<file path="src/rtl/armleocpu_mul_unit.sv">
// Sequential shift-and-add multiplier: retires STEP product bits per cycle on
// operand magnitudes, then restores the sign in a final DONE cycle.
module armleocpu_mul_unit #(
   parameter int WIDTH = 32,
   parameter int STEP  = 1
) (
   input  logic                 clk,
   input  logic                 rst_n,
   input  logic                 valid,
   input  logic [1:0]           mode,
   input  logic [WIDTH-1:0]     factor0,
   input  logic [WIDTH-1:0]     factor1,
   input  logic                 kill,
   output logic                 busy,
   output logic                 ready,
   output logic [2*WIDTH-1:0]   result
);

   localparam int CNT_W = $clog2(WIDTH/STEP + 1);
   localparam logic [1:0] IDLE = 2'd0;
   localparam logic [1:0] CALC = 2'd1;
   localparam logic [1:0] DONE = 2'd2;

   // WIDTH+1 bits so the most-negative operand yields its exact magnitude.
   function automatic logic [WIDTH:0] magnitude(input logic [WIDTH-1:0] v, input logic is_neg);
      logic [WIDTH:0] m;
      if (is_neg) begin
         m = {(WIDTH+1){1'b0}} - {1'b1, v};
      end else begin
         m = {1'b0, v};
      end
      return m;
   endfunction

   logic [1:0]           state_q,  state_d;
   logic [CNT_W-1:0]     cnt_q,    cnt_d;
   logic [2*WIDTH-1:0]   mcand_q,  mcand_d;
   logic [WIDTH:0]       mplier_q, mplier_d;
   logic [2*WIDTH-1:0]   acc_q,    acc_d;
   logic                 neg_q,    neg_d;
   logic                 ready_q,  ready_d;
   logic [2*WIDTH-1:0]   result_q, result_d;

   logic                 neg0_s, neg1_s;
   logic [WIDTH:0]       mag0_s, mag1_s;
   logic [2*WIDTH-1:0]   pp_s;

   assign neg0_s = ((mode == 2'b01) || (mode == 2'b10)) && factor0[WIDTH-1];
   assign neg1_s = (mode == 2'b01) && factor1[WIDTH-1];
   assign mag0_s = magnitude(factor0, neg0_s);
   assign mag1_s = magnitude(factor1, neg1_s);
   assign pp_s   = mcand_q * {{(2*WIDTH-STEP){1'b0}}, mplier_q[STEP-1:0]};

   assign busy   = (state_q == CALC) || (state_q == DONE);
   assign ready  = ready_q;
   assign result = result_q;

   // Next-state and datapath computation.
   always_comb begin
      state_d  = state_q;
      cnt_d    = cnt_q;
      mcand_d  = mcand_q;
      mplier_d = mplier_q;
      acc_d    = acc_q;
      neg_d    = neg_q;
      ready_d  = 1'b0;
      result_d = result_q;
      case (state_q)
         IDLE: begin
            if (valid && !kill) begin
               state_d  = CALC;
               cnt_d    = CNT_W'(WIDTH/STEP);
               mcand_d  = {{(WIDTH-1){1'b0}}, mag0_s};
               mplier_d = mag1_s;
               acc_d    = {(2*WIDTH){1'b0}};
               neg_d    = neg0_s ^ neg1_s;
            end else begin
               state_d = IDLE;
            end
         end
         CALC: begin
            if (kill) begin
               state_d = IDLE;
            end else begin
               acc_d    = acc_q + pp_s;
               mplier_d = mplier_q >> STEP;
               mcand_d  = mcand_q << STEP;
               cnt_d    = cnt_q - {{(CNT_W-1){1'b0}}, 1'b1};
               if (cnt_q == CNT_W'(1)) begin
                  state_d = DONE;
               end else begin
                  state_d = CALC;
               end
            end
         end
         DONE: begin
            state_d = IDLE;
            if (!kill) begin
               ready_d = 1'b1;
               if (neg_q) begin
                  result_d = ~acc_q + {{(2*WIDTH-1){1'b0}}, 1'b1};
               end else begin
                  result_d = acc_q;
               end
            end else begin
               ready_d = 1'b0;
            end
         end
         default: begin
            state_d = IDLE;
         end
      endcase
   end

   // State registers; reset is asynchronous and active-high on rst_n.
   always_ff @(posedge clk or posedge rst_n) begin
      if (rst_n) begin
         state_q  <= IDLE;
         cnt_q    <= {CNT_W{1'b0}};
         mcand_q  <= {(2*WIDTH){1'b0}};
         mplier_q <= {(WIDTH+1){1'b0}};
         acc_q    <= {(2*WIDTH){1'b0}};
         neg_q    <= 1'b0;
         ready_q  <= 1'b0;
         result_q <= {(2*WIDTH){1'b0}};
      end else begin
         state_q  <= state_d;
         cnt_q    <= cnt_d;
         mcand_q  <= mcand_d;
         mplier_q <= mplier_d;
         acc_q    <= acc_d;
         neg_q    <= neg_d;
         ready_q  <= ready_d;
         result_q <= result_d;
      end
   end

endmodule

</file>
<file path="config.mk">
export PLATFORM = sky130hd
export DESIGN_NAME = armleocpu_mul_unit
export DESIGN_NICKNAME = d
export VERILOG_FILES = /design/src/rtl/armleocpu_mul_unit.sv
export SDC_FILE = /design/constraint.sdc
export NUM_CORES = 1
export LEC_CHECK = 0
export ABC_AREA = 1
export CAP_MARGIN = 20
export CORE_UTILIZATION = 30
export DETAILED_ROUTE_END_ITERATION = 6
export GPL_ROUTABILITY_DRIVEN = 0
export GPL_TIMING_DRIVEN = 1
export PLACE_DENSITY = 0.55
export SLEW_MARGIN = 20
export SYNTH_ARGS = -nofsm -noshare
export SYNTH_HDL_FRONTEND = slang
export SYNTH_SLANG_ARGS = --single-unit
</file>
<file path="constraint.sdc">
create_clock -name clk -period 15.3 [get_ports clk]
set_clock_uncertainty 0.15 [all_clocks]
set_input_delay 3.06 -clock clk [delete_from_list [all_inputs] [get_ports clk]]
set_output_delay 3.06 -clock clk [all_outputs]
set_load 0.01 [all_outputs]
</file>
==> summary.md <==
| Metric | Value |
|---|---|
| Area taken by multi-input logic gates | 11,000 um^2 |
| Via density | 4.68 |
| Min Tclk post-route | 5790 ps |
| Die W | 257 um |
| Outcome | completed |
| Post-CTS Setup Bufs | 0 |
| Largest net degree at the start of global routing | 110 |
| Ys Warns | 0 |
| Met2 Resource Use GR | 0.300 |
| CTS Sinks | ~240 |
| CP max FO | between 50 and 60 |
| Hold Crit Class | reg -> reg |
| Final instance area | 22,700 um^2 |
| Final Cycle Share | 0.379 |
| Met1 usage | 0.280 |
| GRT Total Usage | 0.195 |
| Routed len/inst | 15.2 um |
| DR iter-0 viols | between 1k and 1.5k |
| Num CTS Buffers | 29 |
| H-tree lvl count | 1 |
| Grt total ovfl | 0 |
| I/O Pins | 136 |
| Commonest non-fill, non-tap cell in the layout | nand2_1 |
| Initial Utilization | 0.303 |
| Final WL | 64,800 um |
| Final Setup Violations | 0 |
| Placed cell area | 21,700 um^2 |
| Final Hold Fails | 0 |
| Required time worst endpoint | 15,670 ps |
| Vias in the first global route | roughly 19k |
| WHS | 326 ps |
| Final core utilization | 0.353 |
| DRC | 0 |
| Clk slew on worst S/H paths | 60 ps |
| Die area | 66,000 um^2 |
| Post-Syn Area | a little under 20,000 um^2 |
| Via count of the routed design | 19.9k |
| # rows | 93 |
| CTS Root Cell | clkbuf_16 |
| Yosys cell types | 43 |
| Worst IR drop on VDD | 73.3 uV |
| Worst Setup End Kind | flip-flop |
| Clk_lat worst skew | 580 ps |
| Leakage power | about 0.013 uW |
| Max-slew violations | 0 |
| Area occupied by registers | between 5000 and 6000 um^2 |
| Highest-count cells in the layout ignoring fill and taps | 1,177 x nand2_1, 580 x inv_1, 347 x nor2_1 |
| Post-synthesis sequential area ratio | 0.302 |
| Setup crit start kind | input pin |
| IO Port Bufs | 135 |
| Critical path class | in -> reg |
| Post-CTS sizing | 0 |
| Async SR Flop Fraction | 1.00 |
| Core footprint | 64,300 um^2 |
| First-pass GRT wire length | 103,000 um |
| Antenna Violating Nets Remaining | 0 |
| Fmax | 173 MHz |
| Grt peak-use layer | met2 |
| Number of synthesized flops with an enable pin | 0 |
| Met3 usage | 0.0187 |
| Drt first pass iters | 7 |
| Antenna cells | 0 |
| Die Y | between 200 and 300 um |
| Share of layout cells above drive strength 1 | 0.0282 |
| Layout overhead on the synthesized area | 16.5% |
| Syn avg cell area | approximately 5.9 um^2 |
| Synthesized instance count | 3,292 |
| Main flop type after synthesis | dfrtp_1 |
| CP arrival | 6160 ps |
| Slew @ Worst Pin | 1130 ps |
| Clk buf depth | 3 |
| Fin nets | 3,529 |
| Final HPWL DP | 51,100 um |
| Max-slew headroom | 0.244 |
| CTS tree | done |
| MaxCap Viol Count | 0 |
| Antenna violations before repair | 0 |
| RSZ-0062 raised after global routing | no |
| Hold buffers post-CTS | 0 |
| # fillers | about 7.2k |
| Syn_nets | 3,435 |
| Post-Route Setup TNS | 0 ps |
| Power Dens Cells | between 100 and 150 nW/um^2 |
| Post-synthesis register bit count | 235 |
## worst max-delay path, stage by stage
cell and delay (ps):
clkdlybuf4s50_1 440, nor2_2 150, inv_2 60, a21oi_4 100
buf_4 600, nor2_4 170, inv_2 540, buf_4 620
o21ai_0 160, o21bai_1 180, nand2_1 60
## registers in the layout, indices dropped and copies added, names as in the netlist
register and flops:
state_q 2, acc_q 64, result 64, mcand_q 64, ready 1, cnt_q 6, mplier_q 33, neg_q 1
## power by group
group          total (uW)  internal (uW)  switching, uW
Clock                 738            446            293
Sequential            909            771            138
Combinational        1470            489            985
## area by class of cell
cell class              instances  area share
multi-input cells            2383       0.486
flip-flops and latches        235       0.259
inverters                     588      0.0975
repair buffers                149      0.0647
well taps                     855      0.0471
clock buffers                  41      0.0384
clock inverters                12     0.00672
## metal layers
metal / wire (um) / up-vias
met5: 0 / -
met4: 2420 / 0
met3: 3520 / 118
met2: 27600 / 538
met1: 31400 / 8853
li1: - / 10400
## stage by stage
step	total power, uW	cells	setup WS, ps
after floorplan	1860	3292	5640
after global placement	2370	4209	8660
after detailed placement	2380	4209	8640
after CTS	3130	4262	9260
after global routing	3360	4263	9200
final	3120	4263	9510
## cells by family after synthesis
| family | count (synthesis) | synth area share |
|---|---|---|
| AO/OA/AOI/OAI | 385 | 0.107 |
| flip-flops | 235 | 0.302 |
| XOR/XNOR | 51 | 0.0229 |
| adder cells (fa/ha/maj) | 73 | 0.0473 |
| buffers and inverters | 674 | 0.132 |
| AND/OR/NAND/NOR | 1874 | 0.390 |
## synthesized netlist by cell type, types with 7 or more instances
cell type     n  share of area
a21oi_1     117          0.030
nand4_1      36          0.012
buf_1         9         0.0017
nand2_1    1178           0.23
clkbuf_1     60          0.012
o22ai_1      43          0.014
inv_1       581           0.11
buf_2        14         0.0036
o21ai_0     181          0.046
nand3_1     249          0.064
or2_2        12         0.0039
nor3_1       24         0.0062
nand3b_1      9         0.0035
a31oi_1      16         0.0051
dfrtp_1     235           0.30
nor2_1      348          0.067
ha_1         72          0.046
xor2_1       47          0.021
nor4_1        7         0.0022
## path summary, 6_finish.rpt
kind                                          start                  endpoint  slack (ps)  depth (start not counted)
max                                            kill  mplier_q[27]$_DFFE_PP0P_        9510                         11
min                        mplier_q[20]$_DFFE_PP0P_  mplier_q[20]$_DFFE_PP0P_         330                          2
max reg2reg                    state_q[1]$_DFF_PP0_  mplier_q[27]$_DFFE_PP0P_       11380                         14
min reg2reg                mplier_q[20]$_DFFE_PP0P_  mplier_q[20]$_DFFE_PP0P_         330                          2
max in group asynchronous                     rst_n   mcand_q[50]$_DFFE_PP0P_       10740                          3
min in group asynchronous                     rst_n      acc_q[3]$_DFFE_PP0P_        2850                          2
No activity file was read; power rests on OpenSTA's default activity.
